**config.mk**
```make
export PLATFORM = sky130hd
export DESIGN_NAME = ps2_keycode_rx
export DESIGN_NICKNAME = d
export VERILOG_FILES = /design/src/rtl/ps2_keycode_rx.sv
export SDC_FILE = /design/constraint.sdc
export NUM_CORES = 1
export LEC_CHECK = 0
export ABC_AREA = 1
export CORE_MARGIN = 2
export CORE_UTILIZATION = 35
export CTS_BUF_LIST = sky130_fd_sc_hd__clkbuf_4 sky130_fd_sc_hd__clkbuf_8
export DETAILED_ROUTE_END_ITERATION = 6
export GPL_TIMING_DRIVEN = 1
export SYNTH_ARGS = -nofsm -noshare
export SYNTH_HDL_FRONTEND = slang
export SYNTH_SLANG_ARGS = --single-unit
```
**constraint.sdc**
```tcl
create_clock -name clk -period 5.45 [get_ports clk]
set_input_delay 0.8175 -clock clk [delete_from_list [all_inputs] [get_ports clk]]
set_output_delay 0.8175 -clock clk [all_outputs]
set_load 0.005 [all_outputs]
```
**src/rtl/ps2_keycode_rx.sv**
```systemverilog
// rtl/ps2_keycode_rx.sv - PS/2 keyboard deframer with E0/F0 prefix stripping (optional PS2_BREAK_REPORT_EN)
module ps2_keycode_rx #(
    parameter int FILTER_LEN     = 4,
    parameter int TIMEOUT_CYCLES = 100000
) (
    input  logic       clk,
    input  logic       rst_n,
    input  logic       ps2_clk,
    input  logic       ps2_data,
    output logic [7:0] key_code,
    output logic       data_ready,
    output logic       key_ext,
    output logic       key_release,
    output logic       frame_err
);

    localparam int FCW = $clog2(FILTER_LEN + 1);
    localparam int TW  = $clog2(TIMEOUT_CYCLES + 1);

    typedef enum logic [1:0] {
        S_IDLE,
        S_DATA,
        S_PARITY,
        S_STOP
    } state_t;

    state_t         state, state_nxt;
    logic           clk_s1, clk_s2, data_s1, data_s2;
    logic           filt_level;
    logic [FCW-1:0] filt_cnt;
    logic           fall;
    logic [7:0]     shift_reg;
    logic [2:0]     bit_cnt;
    logic           par_bit;
    logic [TW-1:0]  tmo_cnt;
    logic           timeout;
    logic           frame_ok, frame_bad;
    logic           ext_flag, brk_flag;

    // Two-stage synchronizers; both lines idle high
    always_ff @(posedge clk or negedge rst_n) begin
        if (!rst_n) begin
            clk_s1  <= 1'b1;
            clk_s2  <= 1'b1;
            data_s1 <= 1'b1;
            data_s2 <= 1'b1;
        end else begin
            clk_s1  <= ps2_clk;
            clk_s2  <= clk_s1;
            data_s1 <= ps2_data;
            data_s2 <= data_s1;
        end
    end

    // Glitch filter: level flips only after FILTER_LEN consecutive differing samples
    always_ff @(posedge clk or negedge rst_n) begin
        if (!rst_n) begin
            filt_level <= 1'b1;
            filt_cnt   <= '0;
        end else if (clk_s2 == filt_level) begin
            filt_cnt <= '0;
        end else if (filt_cnt == FCW'(FILTER_LEN - 1)) begin
            filt_level <= clk_s2;
            filt_cnt   <= '0;
        end else begin
            filt_cnt <= filt_cnt + FCW'(1);
        end
    end

    // Falling edge is the cycle in which the filtered level is about to go 1->0
    assign fall = filt_level && !clk_s2 && (filt_cnt == FCW'(FILTER_LEN - 1));

    // Inactivity counter; only meaningful while a frame is in progress
    always_ff @(posedge clk or negedge rst_n) begin
        if (!rst_n) begin
            tmo_cnt <= '0;
        end else if (state == S_IDLE || fall || timeout) begin
            tmo_cnt <= '0;
        end else begin
            tmo_cnt <= tmo_cnt + TW'(1);
        end
    end

    assign timeout = (state != S_IDLE) && !fall && (tmo_cnt == TW'(TIMEOUT_CYCLES - 1));

    // Deframer state register
    always_ff @(posedge clk or negedge rst_n) begin
        if (!rst_n) begin
            state <= S_IDLE;
        end else begin
            state <= state_nxt;
        end
    end

    // Deframer next-state and frame verdict
    always_comb begin
        state_nxt = state;
        frame_ok  = 1'b0;
        frame_bad = 1'b0;
        if (timeout) begin
            state_nxt = S_IDLE;
            frame_bad = 1'b1;
        end else if (fall) begin
            case (state)
                S_IDLE: begin
                    if (!data_s2) state_nxt = S_DATA;
                    else          frame_bad = 1'b1;
                end
                S_DATA: begin
                    if (bit_cnt == 3'd7) state_nxt = S_PARITY;
                end
                S_PARITY: state_nxt = S_STOP;
                S_STOP: begin
                    if (data_s2 && (^{shift_reg, par_bit})) frame_ok  = 1'b1;
                    else                                    frame_bad = 1'b1;
                    state_nxt = S_IDLE;
                end
                default: state_nxt = S_IDLE;
            endcase
        end
    end

    // Bit capture: data LSB first, then parity
    always_ff @(posedge clk or negedge rst_n) begin
        if (!rst_n) begin
            shift_reg <= '0;
            bit_cnt   <= '0;
            par_bit   <= 1'b0;
        end else if (fall) begin
            case (state)
                S_IDLE:   bit_cnt <= '0;
                S_DATA: begin
                    shift_reg <= {data_s2, shift_reg[7:1]};
                    bit_cnt   <= bit_cnt + 3'd1;
                end
                S_PARITY: par_bit <= data_s2;
                default:  ;
            endcase
        end
    end

    // Prefix tracking and registered key outputs
    always_ff @(posedge clk or negedge rst_n) begin
        if (!rst_n) begin
            ext_flag   <= 1'b0;
            brk_flag   <= 1'b0;
            key_code   <= '0;
            key_ext    <= 1'b0;
            data_ready <= 1'b0;
            frame_err  <= 1'b0;
`ifdef PS2_BREAK_REPORT_EN
            key_release <= 1'b0;
`endif
        end else begin
            data_ready <= 1'b0;
            frame_err  <= frame_bad;
            if (frame_bad) begin
                ext_flag <= 1'b0;
                brk_flag <= 1'b0;
            end else if (frame_ok) begin
                if (shift_reg == 8'hE0) begin
                    ext_flag <= 1'b1;
                end else if (shift_reg == 8'hF0) begin
                    brk_flag <= 1'b1;
                end else begin
`ifdef PS2_BREAK_REPORT_EN
                    data_ready  <= 1'b1;
                    key_code    <= shift_reg;
                    key_ext     <= ext_flag;
                    key_release <= brk_flag;
`else
                    if (!brk_flag) begin
                        data_ready <= 1'b1;
                        key_code   <= shift_reg;
                        key_ext    <= ext_flag;
                    end
`endif
                    ext_flag <= 1'b0;
                    brk_flag <= 1'b0;
                end
            end
        end
    end

`ifndef PS2_BREAK_REPORT_EN
    assign key_release = 1'b0;
`endif

endmodule

```
==> results_dict.tcl <==
set metrics [dict create \
    p_int_mw 0.561 \
    p_total_mw 0.761 \
    grt_pass1_vias 1830 \
    cts_tree "built" \
    drive_above_1_share 0.132 \
    clockRootBuffer "clkbuf_8" \
    syn_area_sq_mm 0.00256 \
    place_congestion 0.772 \
    post-cts-setup-buffers 0 \
    die_area_sq_mm 0.00803 \
    die_x_microns 89.6 \
    period_share 0.367 \
    p_comb_frac 0.125 \
    hp-start "data_s1" \
    place_ws_ps 3450 \
    busiest_layer "met2" \
    final_common_cell "nand2_1" \
    vias 1879 \
    hold_ws_ps 359 \
    drt-total-wl_mm 4.42 \
    period_needed_ps 2000 \
    rows 31 \
    largest_reg_flops 17 \
    cellPowerDensity_mw_per_mm2 261 \
    fin_ws_ps 3450 \
    p_seq_frac 0.555 \
    postRouteAntennaNets 0 \
    worstMarginPinSlew_ps 638 \
    crit_type "register to register" \
    grt_start_max_net_pins 53 \
    dr.pass1.iters 4 \
    slew-limit-headroom 0.575 \
    worstHoldPathCells 0 \
    clock_latency_ps 300 \
    drt_iter0_drc 76 \
    worstPathArrival_ps 2210 \
    start_util 0.357 \
    cp_data_required_time_ps 5660 \
    nets 324 \
    cts.sinks 52 \
    place_area_sq_mm 0.00281 \
    clock_skew_ps 8.16 \
    cts.clk_slew.worst_paths_ps 90 \
    synth.distinct_cells 36 \
    layout_common_cells "75 x nand2_1, 47 x dfrtp_1, 29 x inv_1, 25 x nor2_1, 17 x nand3_1" \
    coreArea_sq_mm 0.00718 \
    netSwitchingFraction 0.263 \
    wl_per_cell_microns 10.8 \
    max_cap_violations 0 \
    antenna_found_initial 0 \
    placed_cells 402 \
    grtUsageMet1 0.142 \
    grt_usage 0.125 \
    syn_nets 306 \
    die_y_microns 89.6 \
    p_sw_mw 0.200 \
    portBuffers 14 \
    p_clk_frac 0.320 \
    yosysSeqAreaShare 0.510 \
    rsz0062_at_grt "false" \
    antenna-diode-count 0 \
    grt_util_met2 0.231 \
    hold_viol 0 \
    r2r-start "filt_cnt[0]" \
    ctsHoldBuffers 0 \
    met3_usage 0.0302 \
    peakVddDrop_v 0.000147 \
    fin_cells 410 \
    leakagePower_nw 1.44 \
    path_max_fanout 10 \
    ys.warnings.count 0 \
    ios 16 \
    status "complete, no violations" \
    maxSlewViolCount 0 \
    netlist_instances 292 \
    tns_ps 0 \
    final_util 0.406 \
    hp-class "register to register" \
    cp-start-kind "register" \
    cts_resized 0 \
    dpl.hpwl_mm 3.28 \
    end_kind "register" \
    startpoint "filt_cnt[0]" \
    final_area_sq_mm 0.00292 \
    ys_seq_elements 52 \
    setup_viol_count_final 0 \
    cts_max_level 2 \
    vias_per_cell 4.58 \
    cts_buffers 5 \
    syn_avg_cell_area_sq_um 8.78 \
    syn2layout_area_growth_pct 13.7 \
    grt-ovfl-total 0 \
    drcViolationCount 0 \
    max_freq_mhz 500 \
    grt_pass1_wl_mm 7.85 \
    rr_worst_depth 10 \
    cts_max_path_buffers 2 \
]
==> power groups by stage <==
| stage | sequential, mW | combinational, mW | clock, mW |
|---|---|---|---|
| floorplan | 0.426 | 0.0713 | 0 |
| global placement | 0.429 | 0.0949 | 0 |
| detailed placement | 0.430 | 0.0969 | 0 |
| CTS | 0.423 | 0.0976 | 0.254 |
| global route | 0.425 | 0.112 | 0.269 |
| finish | 0.423 | 0.0950 | 0.243 |
==> kinds of logic (layout without fill, tap and decap cells) <==
group                      Yosys count  after routing  synth area share
and+or+nand+nor                    153            153             0.287
DFF                                 52             52             0.510
buffers and inverters               41             60            0.0620
AOI/OAI and AO/OA                   29             29            0.0702
adders and majority gates           10             10            0.0488
xor gates and xnor gates             6              6            0.0205
other                                1              1           0.00146
==> critical path, cell delays in order (launching register included) <==
cell     delay, ps
dfrtp_1        370
ha_1           170
nand2_1        100
inv_1           90
nand2_1        140
nor2_1         210
nand4_4        160
nor3_4         370
nand2_4        160
nand2_1         90
nand2_1         40
==> synthesized netlist by cell type (all sizes together) <==
cell	instances	area, sq um
a211oi	1	7.51
a21oi	6	41.3
a221oi	1	8.76
buf	2	12.5
clkbuf	2	7.51
conb	1	3.75
dfrtp	47	1180
dfstp	5	131
ha	10	125
inv	37	139
nand2	85	354
nand3	20	115
nand3b	1	7.51
nand4	4	40.0
nor2	25	93.8
nor3	8	51.3
nor3b	5	37.5
nor4	3	25.0
o2111ai	2	17.5
o211ai	2	15.0
o21a	1	7.51
o21ai	15	75.1
o21bai	1	7.51
or2	2	12.5
xnor2	2	17.5
xor2	4	35.0
==> area by class of cell <==
| cell class | instances | area [sq um] |
|---|---|---|
| repair buffers | 15 | 143 |
| fillers | 747 | 4260 |
| flip-flops and latches | 52 | 1310 |
| clock buffers | 8 | 104 |
| inverters | 37 | 139 |
| multi-input cells | 199 | 1100 |
| well taps | 99 | 124 |
==> routing by layer <==
| layer | part of all wire | vias to the layer above |
|---|---|---|
| met2 | 0.51 | 20 |
| met1 | 0.45 | 885 |
| met3 | 0.030 | 6 |
| met5 | 0 | - |
| met4 | 0.012 | 0 |
| li1 | - | 968 |
==> path summary, 6_finish.rpt <==
kind,end,slack (ps)
setup / recovery,key_code[1],3450
hold / removal,data_s2,360
setup reg to reg,key_code[1],3450
hold reg to reg,data_s2,360
max in group asynchronous,bit_cnt[2],4400
min in group asynchronous,key_code[1],610
(Power assumes the default switching activity.)
